==> config.mk <==
export PLATFORM = sky130hd
export DESIGN_NAME = multi_core_divider
export DESIGN_NICKNAME = d
export VERILOG_FILES = /design/src/rtl/multi_core_divider_pkg.sv /design/src/rtl/multi_core_divider_sync_fifo.sv /design/src/rtl/multi_core_divider.sv
export SDC_FILE = /design/constraint.sdc
export NUM_CORES = 1
export LEC_CHECK = 0
export CELL_PAD_IN_SITES_DETAIL_PLACEMENT = 0
export CELL_PAD_IN_SITES_GLOBAL_PLACEMENT = 1
export CORE_UTILIZATION = 50
export CTS_BUF_LIST = sky130_fd_sc_hd__clkbuf_4
export CTS_CLUSTER_SIZE = 16
export DETAILED_ROUTE_END_ITERATION = 16
export PLACE_DENSITY = 0.9
export SYNTH_ARGS = -nofsm -noshare
export SYNTH_HDL_FRONTEND = slang
export SYNTH_SLANG_ARGS = --single-unit
==> constraint.sdc <==
create_clock -name clk -period 10.95 [get_ports clk]
set_input_delay 2.19 -clock clk [delete_from_list [all_inputs] [get_ports clk]]
set_output_delay 2.19 -clock clk [all_outputs]
set_load 0.02 [all_outputs]
==> src/rtl/multi_core_divider_pkg.sv <==
// Shared definitions for the four-lane divider farm: instruction field
// positions, sizes and the 6-by-4 unsigned divide used by every core.
package multi_core_divider_pkg;

  localparam int DEPTH = 4;
  localparam int IW    = 12;
  localparam int RW    = 8;
  localparam int CW    = $clog2(DEPTH + 1);

  localparam int CORE_HI = 11;
  localparam int CORE_LO = 10;
  localparam int DVD_HI  = 9;
  localparam int DVD_LO  = 4;
  localparam int DVS_HI  = 3;
  localparam int DVS_LO  = 0;

  localparam logic [RW-1:0] DIV_BY_ZERO = 8'hFF;

  // Truncating unsigned divide; a zero divisor yields the saturate flag.
  function automatic logic [RW-1:0] div6by4(input logic [5:0] dividend,
                                            input logic [3:0] divisor);
    logic [5:0]    quo;
    logic [RW-1:0] res;
    if (divisor == 4'd0) begin
      res = DIV_BY_ZERO;
    end else begin
      quo = dividend / {2'b00, divisor};
      res = {2'b00, quo};
    end
    return res;
  endfunction

endpackage

==> src/rtl/multi_core_divider_sync_fifo.sv <==
// Small synchronous FIFO with occupancy count; a push is accepted when full
// only if a pop retires the head in the same cycle.
module multi_core_divider_sync_fifo #(
  parameter int DEPTH = 4,
  parameter int WIDTH = 12,
  localparam int AW = (DEPTH > 1) ? $clog2(DEPTH) : 1,
  localparam int CW = $clog2(DEPTH + 1)
) (
  input  logic             clk,
  input  logic             rst,
  input  logic             push,
  input  logic             pop,
  input  logic [WIDTH-1:0] din,
  output logic [WIDTH-1:0] head,
  output logic [CW-1:0]    count,
  output logic             empty,
  output logic             full
);

  logic [WIDTH-1:0] mem [DEPTH];
  logic [AW-1:0]    wr_ptr;
  logic [AW-1:0]    rd_ptr;
  logic             push_ok;
  logic             pop_ok;

  function automatic logic [AW-1:0] next_ptr(input logic [AW-1:0] p);
    return (p == AW'(DEPTH - 1)) ? '0 : p + AW'(1);
  endfunction

  assign empty   = (count == '0);
  assign full    = (count == CW'(DEPTH));
  assign pop_ok  = pop && !empty;
  assign push_ok = push && (!full || pop_ok);
  assign head    = mem[rd_ptr];

  // Pointer and occupancy bookkeeping.
  always_ff @(posedge clk) begin
    if (rst) begin
      wr_ptr <= '0;
      rd_ptr <= '0;
      count  <= '0;
    end else begin
      if (push_ok) wr_ptr <= next_ptr(wr_ptr);
      if (pop_ok)  rd_ptr <= next_ptr(rd_ptr);
      case ({push_ok, pop_ok})
        2'b10:   count <= count + CW'(1);
        2'b01:   count <= count - CW'(1);
        default: count <= count;
      endcase
    end
  end

  // Entry storage; contents are don't-care until written.
  always_ff @(posedge clk) begin
    if (push_ok) mem[wr_ptr] <= din;
  end

endmodule

==> src/rtl/multi_core_divider.sv <==
// Four-lane divider farm: steers instructions into per-core FIFOs by core id,
// pops when globally enabled and the core is enabled, and registers the
// popped instruction together with its quotient.
module multi_core_divider
  import multi_core_divider_pkg::*;
(
  input  logic          clk,
  input  logic          rst,
  input  logic [IW-1:0] instruction,
  input  logic          wr_en,
  input  logic          rd_en,
  output logic [IW-1:0] data_out0,
  output logic [IW-1:0] data_out1,
  output logic [IW-1:0] data_out2,
  output logic [IW-1:0] data_out3,
  output logic [3:0]    data_empty,
  output logic [3:0]    data_full,
  output logic [CW-1:0] fifo_counter0,
  output logic [CW-1:0] fifo_counter1,
  output logic [CW-1:0] fifo_counter2,
  output logic [CW-1:0] fifo_counter3,
  output logic [4:0]    counter,
  output logic          wr_en0,
  output logic          wr_en1,
  output logic          wr_en2,
  output logic          wr_en3,
  output logic [RW-1:0] result0,
  output logic [RW-1:0] result1,
  output logic [RW-1:0] result2,
  output logic [RW-1:0] result3,
  input  logic [7:0]    select,
  output logic [3:0]    clock
);

  logic [3:0]    wr_dec;
  logic [3:0]    pop;
  logic [IW-1:0] fifo_head  [4];
  logic [CW-1:0] fifo_cnt   [4];
  logic [IW-1:0] data_out_r [4];
  logic [RW-1:0] result_r   [4];
  logic          select_unused;

  // Low nibble of select is reserved.
  assign select_unused = ^select[3:0];

  for (genvar n = 0; n < 4; n++) begin : g_core
    assign wr_dec[n] = wr_en && (instruction[CORE_HI:CORE_LO] == 2'(n));
    assign pop[n]    = rd_en && clock[n] && !data_empty[n];

    multi_core_divider_sync_fifo #(
      .DEPTH (DEPTH),
      .WIDTH (IW)
    ) u_fifo (
      .clk   (clk),
      .rst   (rst),
      .push  (wr_dec[n]),
      .pop   (pop[n]),
      .din   (instruction),
      .head  (fifo_head[n]),
      .count (fifo_cnt[n]),
      .empty (data_empty[n]),
      .full  (data_full[n])
    );
  end

  // Registered core enables and per-core popped instruction / quotient.
  always_ff @(posedge clk) begin
    if (rst) begin
      clock <= '0;
      for (int n = 0; n < 4; n++) begin
        data_out_r[n] <= '0;
        result_r[n]   <= '0;
      end
    end else begin
      clock <= select[7:4];
      for (int n = 0; n < 4; n++) begin
        if (pop[n]) begin
          data_out_r[n] <= fifo_head[n];
          result_r[n]   <= div6by4(fifo_head[n][DVD_HI:DVD_LO],
                                   fifo_head[n][DVS_HI:DVS_LO]);
        end
      end
    end
  end

  // Total occupancy across all cores.
  always_comb begin
    counter = '0;
    for (int n = 0; n < 4; n++) begin
      counter = counter + {2'b00, fifo_cnt[n]};
    end
  end

  assign wr_en0 = wr_dec[0];
  assign wr_en1 = wr_dec[1];
  assign wr_en2 = wr_dec[2];
  assign wr_en3 = wr_dec[3];

  assign fifo_counter0 = fifo_cnt[0];
  assign fifo_counter1 = fifo_cnt[1];
  assign fifo_counter2 = fifo_cnt[2];
  assign fifo_counter3 = fifo_cnt[3];

  assign data_out0 = data_out_r[0];
  assign data_out1 = data_out_r[1];
  assign data_out2 = data_out_r[2];
  assign data_out3 = data_out_r[3];

  assign result0 = result_r[0];
  assign result1 = result_r[1];
  assign result2 = result_r[2];
  assign result3 = result_r[3];

endmodule

==> metrics.txt, run 1 <==
status finished, final reports clean; CP most frequent cell ha_1; Final period util 88.4%; Rows 63; post-CTS setup buffers 0; placed wire-length estimate 22.6 mm; Die X-Extent 176 um; CTS Buf Count 76; power density over cell area 153 mW/mm2; post-synthesis xor/xnor area fraction 0.921%; share of post-route cells with drive strength above 1 14.9%; Worst-Skew Late Latency 690 ps; Clock Tree Buf Depth 3; Starting Density 51.0%; crit path kind flip-flop to flip-flop; top_reg_cell synth edfxtp_1; CP required 11370 ps; largest net degree at the start of global routing 45; htree depth 3; fin crit period 9680 ps; Max Clock Skew 41.5 ps; DR vias 9731; Max Cap Viol 0; Setup TNS Final 0 ps; category of the worst setup path launch point flip-flop; Wirelength per Cell 18.6 um; post-synthesis mux area share 8.79%; Synth warnings 0; Yosys reg bits 308; Post-Synth Simple-Gate Area 9.33%; Hold Fails Final Rpt 0; Slew @ Worst Pin 908 ps; worst hold path class flip-flop to flip-flop; GRT overflow 0; Antenna Nets Post-Route 0; Distinct cells, synth 75; initial antenna violation count 1; DRC Markers 0; core area 0.0298 mm2; Die H 176 um; post-synthesis compound-gate area fraction 10.3%; Avg Vias per Cell 5.57; global-route wire length before repair 51.0 mm; P_leak 6.61 nW; hold buffers post-CTS 0; max incr delay on CP 670 ps; Slew Viols, Final 0; largest family of logic cells by synthesized area compound AO/OA/AOI/OAI gates; TritonCTS clock tree built; Clock Root Buffer clkbuf_4; most used cells in the layout excluding fill and tap cells edfxtp_1, clkdlybuf4s50_1, clkbuf_4; synthesized area 0.0152 mm2; Arrival @ worst endpoint 10100 ps; commonest non-fill, non-tap cell in the layout edfxtp_1; final setup fails 0; IO Pins 137; Die Footprint 0.0311 mm2; Resized Gates After CTS 0; Max rail drop VDD 0.0775 mV; clock slew at reported path FFs 70 ps; Worst Path Max Fanout 9; vias in the first global route 9814; routed wire length 32.5 mm; drt first pass iters 5; Placer Congestion 0.865; Max Fclk 103 MHz; synthesis-to-finish area growth 17.2%; final net count 1426; Avg Cell Area, Syn 13.7 um2; Slew headroom 39.4%; crit path capture type flip-flop; slowest cell on the critical path dfxtp_1; Clock Sinks 308; Initial DRC Count 526; GRT Resource Usage Total 21.5%; unrepaired setup endpoints after global routing no; Hold Startpoint g_core[1].u_fifo.rd_ptr[1]; Pwr Total 2.73 mW; Mapped Cells 1107; register area share after synthesis 58.2%; port bufs 132; Post-Synth Adder-Cell Area 9.54%; FFs w/ async S/R, synth 0%; post-synth net total 1241; number of synthesized flops with an enable pin 268
cells in the mapped netlist (all sizes together), types with 5 or more instances:
cell / count / area (um2)
edfxtp: 268 / 8050
nor2: 101 / 382
ha: 100 / 1250
inv: 68 / 255
a21oi: 57 / 293
mux4: 45 / 1030
and2: 40 / 250
dfxtp: 40 / 801
nand2: 38 / 143
o21ai: 36 / 180
nor3: 32 / 160
o21a: 29 / 218
a21o: 20 / 151
buf: 20 / 140
mux2: 15 / 169
mux2i: 14 / 140
nor2b: 14 / 87.6
xnor2: 14 / 123
a211oi: 13 / 108
nand2b: 12 / 75.1
clkbuf: 11 / 51.3
fa: 10 / 200
or2: 9 / 56.3
o211ai: 7 / 52.6
o311ai: 6 / 52.6
a2111oi: 5 / 83.8
a211o: 5 / 43.8
and3: 5 / 31.3
nor3b: 5 / 37.5
o311a: 5 / 50.1
registers in the layout (all words and copies together) (netlist names), named ones only:
signal / flops
g_core.u_fifo.mem: 192
data_out_r: 48
result_r: 28
g_core.u_fifo.count: 12
g_core.u_fifo.rd_ptr: 8
g_core.u_fifo.wr_ptr: 8
clock: 4
power by group:
part,internal [mW],switching (mW)
logic,0.216,0.271
clock network,0.472,0.452
registers,1.30,0.0184
total,1.99,0.741
critical path: cells and delay by family (launching register included):
| family | cells | cell delay [ps] |
|---|---|---|
| buf+inv | 2 | 210 |
| compound gates | 17 | 4010 |
| fa+ha+maj | 5 | 1430 |
| flops | 1 | 670 |
| mux | 2 | 880 |
| simple gates | 8 | 2220 |
metal layers:
layer  GRT usage [%]  vias up  routed length (um)
li1                -     4661                   -
met1            27.1     4691               13800
met2            36.1      304               15900
met3            4.11       75                1900
met4            9.45        0                 971
met5               0        -                   0
worst paths after layout:
path | to | slack (ps) | depth (start not counted)
worst max-delay path | result_r[0][0] | 1270 | 34
worst min-delay path | flip-flop | 550 | 2
worst max register to register | result_r[0][0] | 1270 | 34
worst min register to register | flip-flop | 550 | 2
stage by stage:
stage	cells	setup slack, ps	util (%)	instance area (um2)	hold slack (ps)
2_1_floorplan	1107	2630	-	15200	495
3_3_place_gp	1604	1570	56.6	16900	511
3_5_place_dp	1604	1370	56.6	16900	540
4_1_cts	1745	1360	59.8	17800	543
5_1_grt	1746	624	59.8	17800	583
6_report	1746	1270	59.8	17800	548
layout make-up:
| cell class | instances | area (um2) |
|---|---|---|
| Sequential cell | 308 | 8850 |
| Fill cell | 2348 | 12000 |
| Inverter | 68 | 255 |
| Timing Repair Buffer | 138 | 1360 |
| Clock buffer | 104 | 781 |
| Tap cell | 390 | 488 |
| Multi-Input combinational cell | 700 | 5920 |
| Antenna cell | 1 | 2.50 |
| Clock inverter | 37 | 176 |
cells by family after synthesis:
family / count (synthesis)
compound gates: 219
xor+xnor: 16
fa+ha+maj: 110
buf+inv: 99
flops: 308
mux: 74
simple gates: 281
Note: power is estimated with default switching activity, not from simulation.
==> run 2: changes to the inputs <==
--- a/config.mk
+++ b/config.mk
@@ -7,6 +7,7 @@
 export LEC_CHECK = 0
 export CELL_PAD_IN_SITES_DETAIL_PLACEMENT = 0
 export CELL_PAD_IN_SITES_GLOBAL_PLACEMENT = 1
+export CORE_ASPECT_RATIO = 0.9
 export CORE_UTILIZATION = 50
 export CTS_BUF_LIST = sky130_fd_sc_hd__clkbuf_4
 export CTS_CLUSTER_SIZE = 16
==> run 2 against run 1 <==
Power is 3.6% higher. Clock skew grew 9.2 ps. Utilization grew 0.30 points. Critical endpoint unchanged. Largest power group unchanged.
==> metrics.txt, run 2 (synthesis results as in run 1) <==
commonest non-fill, non-tap cell in the layout edfxtp_1; largest net degree at the start of global routing 45; slowest cell on the critical path dfxtp_1; CTS Buf Count 78; Wirelength per Cell 17.9 um; Arrival @ worst endpoint 10050 ps; crit path capture type flip-flop; Place WS 1380 ps; worst hold path class flip-flop to flip-flop; final setup fails 0; synthesis-to-finish area growth 18.1%; most flop-heavy register g_core.u_fifo.mem; Largest register FFs 192; global-route wire length before repair 50.1 mm; DR vias 9709; Initial DRC Count 624; share of post-route cells with drive strength above 1 15.1%; status finished, final reports clean; Die H 167 um; final worst slack 1300 ps; Starting Density 50.9%; CP required 11350 ps; htree depth 3; post-CTS setup buffers 0; DRC Markers 0; drt first pass iters 5; crit path kind flip-flop to flip-flop; Rows 60; unrepaired setup endpoints after global routing no; Max Clock Skew 50.6 ps; routed wire length 31.7 mm; hold buffers post-CTS 0; most used cells in the layout excluding fill and tap cells edfxtp_1, clkdlybuf4s50_1, clkbuf_4; placed wire-length estimate 21.7 mm; Clock Root Buffer clkbuf_4; Clock Tree Buf Depth 3; number of fill cells 2389; Antenna Nets Post-Route 0; Hold Fails Final Rpt 0; Max Cap Viol 0; CP most frequent cell ha_1; largest registers g_core.u_fifo.mem: 192 flops, data_out_r: 48 flops, result_r: 28 flops; max incr delay on CP 780 ps; IO Pins 137; clock slew at reported path FFs 60 ps; Setup TNS Final 0 ps; GRT overflow 0; Worst Path Max Fanout 14; port bufs 132; fin crit period 9650 ps; final net count 1429; Resized Gates After CTS 0; P_leak 6.66 nW; Slew @ Worst Pin 943 ps; core area 0.0299 mm2; Placer Congestion 0.857; Max Fclk 104 MHz; vias in the first global route 9908; Clock Sinks 308; Die X-Extent 186 um; GRT Resource Usage Total 20.9%; Max rail drop VDD 0.0799 mV; worst reg2reg path depth 34; initial antenna violation count 3; Hold Path Depth 2; Die Footprint 0.0311 mm2; Slew headroom 37.1%; Final period util 88.1%; Avg Vias per Cell 5.50; Slew Viols, Final 0; category of the worst setup path launch point flip-flop; TritonCTS clock tree built; Worst-Skew Late Latency 710 ps; power density over cell area 158 mW/mm2
==> run 2: changes by cell type in the layout (fill, tap and decap cells not counted) <==
| cell | previous run | this run |
|---|---|---|
| buf_4 | 6 | 7 |
| inv_2 | 6 | 3 |
| diode_2 | 1 | 3 |
| clkbuf_4 | 104 | 112 |
| clkinv_2 | 9 | 3 |
| bufinv_16 | 1 | 4 |
==> run 2: path summary, 6_finish.rpt <==
kind | from | to | slack (ps)
max | flip-flop | result_r[0][0] | 1300
min | g_core[3].u_fifo.rd_ptr[1] | flip-flop | 540
min reg2reg | g_core[3].u_fifo.rd_ptr[1] | flip-flop | 540
max reg2reg | flip-flop | result_r[0][0] | 1300
==> run 2: power by group <==
group	total [mW]	switching [mW]	leakage (nW)	internal, mW
clock	1.03	0.460	0.629	0.569
combinational	0.484	0.267	3.18	0.217
sequential	1.32	0.0161	2.85	1.30
total	2.83	0.743	6.66	2.09
==> run 2: cell type report <==
type                    count  area, um2  area share, %
clock buffers             112        841           4.68
multi-input cells         700       5920           32.9
diodes                      3       7.51         0.0418
inverters                  68        255           1.42
flip-flops and latches    308       8850           49.3
clock inverters            31        225           1.25
repair buffers            139       1370           7.62
well taps                 403        504           2.81
==> run 2: routing by layer <==
metal | vias up | part of all wire (%) | track usage (%)
li1 | 4646 | - | -
met4 | 0 | 2.9 | 9.23
met1 | 4687 | 43 | 26.7
met2 | 306 | 48 | 34.2
met3 | 70 | 5.9 | 4.44
met5 | - | 0 | 0
==> run 2: worst max-delay path, delay by kind of cell (launching register included) <==
kind            cells  cell delay (ps)
flops               1              780
fa+ha+maj           5             1380
buf+inv             2              190
compound gates     17             4000
simple gates        8             2270
mux                 2              710
==> run 2: stage by stage <==
stage	cell area, um2	util (%)	hold WS [ps]	std cells	power [mW]
2_1_floorplan	15200	-	495	1107	1.69
3_3_place_gp	16900	56.5	511	1618	1.81
3_5_place_dp	16900	56.5	536	1618	1.82
4_1_cts	18000	60.1	543	1761	2.86
5_1_grt	18000	60.1	566	1764	2.97
6_report	18000	60.1	535	1764	2.83
